==> config.mk <==
export PLATFORM = sky130hd
export DESIGN_NAME = mux2t1x5
export DESIGN_NICKNAME = d
export VERILOG_FILES = /design/src/rtl/mux2t1x5_pkg.sv /design/src/rtl/mux2t1x5_mux2.sv /design/src/rtl/mux2t1x5.sv
export SDC_FILE = /design/constraint.sdc
export NUM_CORES = 1
export LEC_CHECK = 0
export CAP_MARGIN = 20
export CORE_AREA = 2 2 39 41
export DETAILED_ROUTE_END_ITERATION = 12
export DIE_AREA = 0 0 41 43
export SYNTH_ARGS = -nofsm -noshare
export SYNTH_HDL_FRONTEND = slang
export SYNTH_SLANG_ARGS = --single-unit
==> constraint.sdc <==
create_clock -name clk -period 0.85 [get_ports clk]
set_clock_uncertainty 0.15 [all_clocks]
set_input_delay 0.17 -clock clk [delete_from_list [all_inputs] [get_ports clk]]
set_output_delay 0.17 -clock clk [all_outputs]
set_load 0.02 [all_outputs]
==> src/rtl/mux2t1x5_pkg.sv <==
// Shared datapath constants for the register-address selector.
//   REG_ADDR_W : width of a register-file address (default data width)
//   SEL_A0     : select encoding that picks the A0 input
//   SEL_A1     : select encoding that picks the A1 input
package mux2t1x5_pkg;

  localparam int unsigned REG_ADDR_W = 5;

  localparam logic SEL_A0 = 1'b0;
  localparam logic SEL_A1 = 1'b1;

endpackage

==> src/rtl/mux2t1x5_mux2.sv <==
// Pure combinational two-to-one selector.
// Ports:
//   A0 : data chosen when S selects A0
//   A1 : data chosen when S selects A1
//   S  : select
//   Y  : selected data, same time step as any input change
module mux2
  import mux2t1x5_pkg::*;
#(
  parameter int unsigned WIDTH = REG_ADDR_W
) (
  input  logic [WIDTH-1:0] A0,
  input  logic [WIDTH-1:0] A1,
  input  logic             S,
  output logic [WIDTH-1:0] Y
);

  // Conditional operator keeps the usual X-merge behaviour for an unknown select:
  // equal inputs pass through, differing bits go X.
  assign Y = (S == SEL_A1) ? A1 : A0;

endmodule

==> src/rtl/mux2t1x5.sv <==
// Five-bit two-to-one selector with an optional registered copy of the result.
// Ports (positional order kept so legacy (A0, A1, S, Y) instances still bind):
//   A0  : data chosen when S = 0
//   A1  : data chosen when S = 1
//   S   : select
//   Y   : combinational selection, independent of clk and rst
//   clk : datapath clock, Y_q samples on the rising edge
//   rst : asynchronous active-high reset, clears Y_q only
//   Y_q : Y registered on the previous rising clk edge
module mux2t1x5
  import mux2t1x5_pkg::*;
#(
  parameter int unsigned WIDTH = REG_ADDR_W
) (
  input  logic [WIDTH-1:0] A0,
  input  logic [WIDTH-1:0] A1,
  input  logic             S,
  output logic [WIDTH-1:0] Y,
  input  logic             clk,
  input  logic             rst,
  output logic [WIDTH-1:0] Y_q
);

  mux2 #(
    .WIDTH(WIDTH)
  ) u_mux2 (
    .A0(A0),
    .A1(A1),
    .S (S),
    .Y (Y)
  );

  // Reset has priority, so rst rising on a clock edge still leaves Y_q at zero.
  always_ff @(posedge clk or posedge rst) begin
    if (rst) begin
      Y_q <= '0;
    end else begin
      Y_q <= Y;
    end
  end

endmodule

==> impl_metrics.yaml, run 1 <==
placement:
  total_instance_count_after_detailed_placement: 49
  dp_area_um2: 444
  routability_driven_placement_congestion_ratio: 0.674
  port_buffers: 22
sta:
  finalSetupViolCount: 10
  tightest_slew_ps: 170
  final_period_minus_worst_setup_slack_ps: 1060
  grt_setup_unrepaired: "yes"
  max_clock_freq_ghz: 0.946
  final.setup.worst_slack_ps: -207
  layout_worst_path_cycle_share_pct: 124
  report.final.hold_viol_count: 5
  hold_slack_ps: -17.5
  final_max_slew_viol_count: 0
  maxSlewHeadroom_pct: 88.6
worst_setup_path:
  crit_path_cell_trace: "buf_6"
  timing.critical_path.from_type: "register"
  endpoint_class_of_the_critical_path: "output port"
  crit_family: "flip-flops"
  crit_fanout: 1
  critical_path.slowest_cell: "sky130_fd_sc_hd__dfrtp_1"
  critPathMaxStageDelay_ps: 370
  path_class: "reg2out"
  cp.arrival_ps: 740
  critical_path_buf_inv_count: 1
  critPathRequiredTime_ps: 530
power:
  max-vdd-ir-drop_mv: 0.425
  power-per-cell-area_nw_per_um2: 1640
  switching_share_pct: 25.8
  power.leakage_nw: 0.255
  power.sequential.fraction_pct: 34.1
  clockPowerShare_pct: 34.8
  p_comb_share_pct: 31.1
  net-switching-power_w: 0.000201
  cell_internal_pwr_w: 0.000578
  p_total_w: 0.000779
route:
  drt_first_iter_violations: 0
  avgViaCountPerCell: 3.69
  drc: 0
  routedWlPerCell_um: 11.1
  dr_total_vias: 214
  final_antenna_net_count: 0
  firstDrtPassIters: 1
  drt_wl_total_um: 644
clocking:
  cts.reportedPaths.clkPinSlew_ps: 40
  htreeDepth: 1
  clk_path_buf_depth: 2
  cts.sinks: 5
  cts.root.buffer_cell: "sky130_fd_sc_hd__clkbuf_4"
  tritoncts_clock_tree: "done"
  cts_inserted_buffers: 3
layout:
  finalInstanceArea_um2: 475
  reg.largest.list: "Y_q: 5 flops"
  drive_above_1_share_pct: 81.0
  largest_register_ffs: 5
  finalNetCount: 56
  area_growth_pct: 157
  layout_common_cells: "sky130_fd_sc_hd__buf_2, sky130_fd_sc_hd__buf_6, sky130_fd_sc_hd__dfrtp_1, sky130_fd_sc_hd__mux2_4, sky130_fd_sc_hd__buf_4"
  finish.cell_count_without_fillers: 58
  antenna_cells_inserted: 0
  registers.top_by_ff_count: "Y_q"
floorplan:
  floorplan.die_area_um2: 1760
  chipWidth_um: 41
  number_of_standard_cell_rows_in_the_floorplan: 14
  die-height_um: 43
  top_level_ports: 23
  floorplan.initialDensity_pct: 13.4
  placeableCoreArea_um2: 1380
worst_hold_path:
  min_path_type: "in2async"
global_routing:
  grt_first_pass_wirelength_um: 1030
  grt.overflow.total: 0
  grt.busiest_layer: "met2"
  groute.layer.met1.usage_pct: 8.55
  grt_pass1_vias: 268
  grt_use_met2_pct: 14.1
  met3_usage_grt_pct: 6.81
  grt_util_all_layers_pct: 9.71
  grt_start_max_net_pins: 6
  antenna_found_initial: 0
synth:
  total_nets_after_synthesis: 24
  synth_area_per_cell_um2: 16.8
  summed_instance_area_of_the_synthesized_netlist_um2: 185
  synth-warning-count: 0
  synthDistinctLibCells: 3
  syn-instance-count: 11
  synth.yosys.seq_area_share_pct: 67.6
  synth-seq-cells: 5
run:
  drv.max_cap_violation_count: 0
status:
  outcome: "finished with violations"
  violations: "negative hold slack, negative setup slack"
[cells in the mapped netlist]
cell	instances	area, µm²
sky130_fd_sc_hd__dfrtp_1	5	125
sky130_fd_sc_hd__inv_1	1	3.75
sky130_fd_sc_hd__mux2_2	5	56.3
[cell type report]
class | instances | area [µm²]
Fill cell | 152 | 908
Timing Repair Buffer | 27 | 225
Sequential cell | 5 | 125
Multi-Input combinational cell | 5 | 75.1
Clock buffer | 4 | 26.3
Tap cell | 16 | 20.0
Inverter | 1 | 3.75
[power groups by stage]
stage	Combinational, W	Clock [W]	Sequential [W]
4_1_cts	0.000240	0.000280	0.000266
3_5_place_dp	0.000229	0	0.000265
6_report	0.000242	0.000271	0.000265
5_1_grt	0.000260	0.000318	0.000266
2_1_floorplan	0.0000651	0	0.000289
3_3_place_gp	0.000226	0	0.000265
[cell families (layout without fill, tap and decap cells)]
kind of cell / Yosys count / in the layout / share of synthesized area (%)
muxes: 5 / 5 / 30.4
buffers and inverters: 1 / 32 / 2.03
DFF: 5 / 5 / 67.6
[metrics by stage]
step / utilization [%] / setup WS, ps / TNS [ps] / hold WS [ps]
5_1_grt: 34.4 / -243 / -2180 / -14.3
2_1_floorplan: - / 41.5 / 0 / -201
6_report: 34.4 / -207 / -1970 / -17.5
3_3_place_gp: 32.1 / -1150 / -10440 / 227
4_1_cts: 33.8 / -215 / -2020 / -16.1
3_5_place_dp: 32.1 / -1180 / -10620 / 235
[timing repair]
item                       CTS  global route
gates resized for setup     98             0
hold endpoints to repair     5             5
cloned                       0             0
setup endpoints to repair   15            10
buffers inserted             4             1
[metal layers]
layer / wire length (µm) / vias up
met3: 113 / 2
met2: 308 / 25
met5: 0 / -
met1: 201 / 88
li1: - / 99
met4: 21 / 0
[final timing paths]
kind / from / endpoint / slack [ps] / cells after the start
worst max-delay path: Y_q[3]$_DFF_PP0_ / Y_q[3] / -210 / 1
worst min-delay path: rst / Y_q[3]$_DFF_PP0_ / -20 / 2
max in group asynchronous: rst / Y_q[1]$_DFF_PP0_ / 410 / 2
min in group clk: A0[0] / Y_q[0]$_DFF_PP0_ / 130 / 3
Note: power is estimated with default switching activity, not from simulation.
==> inputs of run 2 (changes only) <==
- RECOVER_POWER: unset -> 25
==> run 2 against run 1 <==
The flow finishes with violations (negative setup slack); total power shrank 0.12%; hold slack gained 140 ps; die area is the same; critical path depth is the same; non-clock buffer count is the same; routed wire length is the same; first-iteration DRC count is the same; flip-flop and latch count is the same; utilization is the same; worst setup slack is essentially flat; largest power group unchanged; highest routed layer unchanged.
==> impl_metrics.yaml, run 2 (synthesis gave the netlist of run 1 again) <==
status:
  outcome: "finished with violations"
  violations: "negative setup slack"
layout:
  finish.cell_count_without_fillers: 58
  finalInstanceArea_um2: 475
  area_growth_pct: 157
  registers.top_by_ff_count: "Y_q"
  antenna_cells_inserted: 0
  reg.largest.list: "Y_q: 5 flops"
  layout_common_cells: "sky130_fd_sc_hd__buf_2, sky130_fd_sc_hd__buf_6, sky130_fd_sc_hd__dfrtp_1, sky130_fd_sc_hd__mux2_4, sky130_fd_sc_hd__buf_4"
  largest_register_ffs: 5
  finalNetCount: 56
  drive_above_1_share_pct: 81.0
route:
  avgViaCountPerCell: 3.69
  drt_wl_total_um: 644
  firstDrtPassIters: 1
  drt_first_iter_violations: 0
  routedWlPerCell_um: 11.1
  drc: 0
  final_antenna_net_count: 0
  dr_total_vias: 214
sta:
  grt_setup_unrepaired: "yes"
  final.setup.worst_slack_ps: -207
  final_max_slew_viol_count: 0
  maxSlewHeadroom_pct: 88.6
  layout_worst_path_cycle_share_pct: 124
  tightest_slew_ps: 170
  report.final.hold_viol_count: 0
  max_clock_freq_ghz: 0.946
  finalSetupViolCount: 10
  final_period_minus_worst_setup_slack_ps: 1060
clocking:
  cts_inserted_buffers: 3
  cts.reportedPaths.clkPinSlew_ps: 40
  htreeDepth: 1
  cts.root.buffer_cell: "sky130_fd_sc_hd__clkbuf_4"
  tritoncts_clock_tree: "done"
  cts.sinks: 5
  clk_path_buf_depth: 2
worst_setup_path:
  crit_path_cell_trace: "buf_6"
  critPathMaxStageDelay_ps: 370
  critical_path_buf_inv_count: 1
  path_class: "reg2out"
  critical_path.slowest_cell: "sky130_fd_sc_hd__dfrtp_1"
  crit_family: "flip-flops"
  endpoint_class_of_the_critical_path: "output port"
  critPathRequiredTime_ps: 530
  timing.critical_path.from_type: "register"
  cp.arrival_ps: 740
  crit_fanout: 1
global_routing:
  grt_first_pass_wirelength_um: 1030
  grt_pass1_vias: 268
  grt.overflow.total: 0
  antenna_found_initial: 0
  grt_start_max_net_pins: 6
  grt_util_all_layers_pct: 9.71
placement:
  routability_driven_placement_congestion_ratio: 0.674
  total_instance_count_after_detailed_placement: 49
  dp_area_um2: 444
  port_buffers: 22
  dp_slack_ps: -1180
power:
  max-vdd-ir-drop_mv: 0.425
  p_comb_share_pct: 31.0
  clockPowerShare_pct: 34.9
  power.leakage_nw: 0.255
  power-per-cell-area_nw_per_um2: 1640
  p_total_w: 0.000778
  switching_share_pct: 25.8
  cell_internal_pwr_w: 0.000577
  net-switching-power_w: 0.000201
  power.sequential.fraction_pct: 34.1
run:
  drv.max_cap_violation_count: 0
floorplan:
  floorplan.die_area_um2: 1760
  placeableCoreArea_um2: 1380
  chipWidth_um: 41
  number_of_standard_cell_rows_in_the_floorplan: 14
  top_level_ports: 23
  floorplan.initialDensity_pct: 13.4
  die-height_um: 43
worst_hold_path:
  min_path_type: "in2async"
[run 2: cell count changes in the layout (fill, tap and decap cells not counted), sizes merged]
cell           before  now
clkdlybuf4s50       1    0
dlygate4sd3         0    1
[run 2: metal layers]
metal	track usage (%)	vias to the layer above	routed length, µm
met5	0	-	0
met4	8.00	0	21
met3	6.81	2	112
met2	14.1	25	308
met1	8.55	88	201
li1	-	99	-
[run 2: power by group through the flow]
stage               Clock, W  Combinational [W]  Sequential (W)
detailed placement         0           0.000229        0.000265
floorplan                  0          0.0000651        0.000289
global placement           0           0.000226        0.000265
CTS                 0.000280           0.000240        0.000266
global route        0.000318           0.000259        0.000266
finish              0.000271           0.000241        0.000265
[run 2: path summary, 6_finish.rpt]
check | startpoint | end | slack, ps | depth (start not counted)
max in group asynchronous | rst | Y_q[1]$_DFF_PP0_ | 270 | 2
worst max-delay path | Y_q[3]$_DFF_PP0_ | Y_q[3] | -210 | 1
worst min-delay path | rst | Y_q[3]$_DFF_PP0_ | 120 | 2
min in group clk | A0[0] | Y_q[0]$_DFF_PP0_ | 130 | 3
[run 2: stage by stage]
| stage | TNS [ps] | util (%) | hold WS [ps] |
|---|---|---|---|
| 6_report | -1970 | 34.4 | 118 |
| 5_1_grt | -2180 | 34.4 | 118 |
| 4_1_cts | -2020 | 33.8 | -16.1 |
| 3_5_place_dp | -10620 | 32.1 | 235 |
| 3_3_place_gp | -10440 | 32.1 | 227 |
| 2_1_floorplan | 0 | - | -201 |
[run 2: layout make-up]
type	instances	area [µm²]
well taps	16	20.0
multi-input cells	5	75.1
inverters	1	3.75
repair buffers	27	225
clock buffers	4	26.3
fillers	152	908
flip-flops and latches	5	125
[run 2: repair_timing]
action	4_1_cts	5_1_grt
setup buffers	4	1
endpoints found under the setup margin	15	10
resized for setup	98	0
hold endpoints to repair	5	5
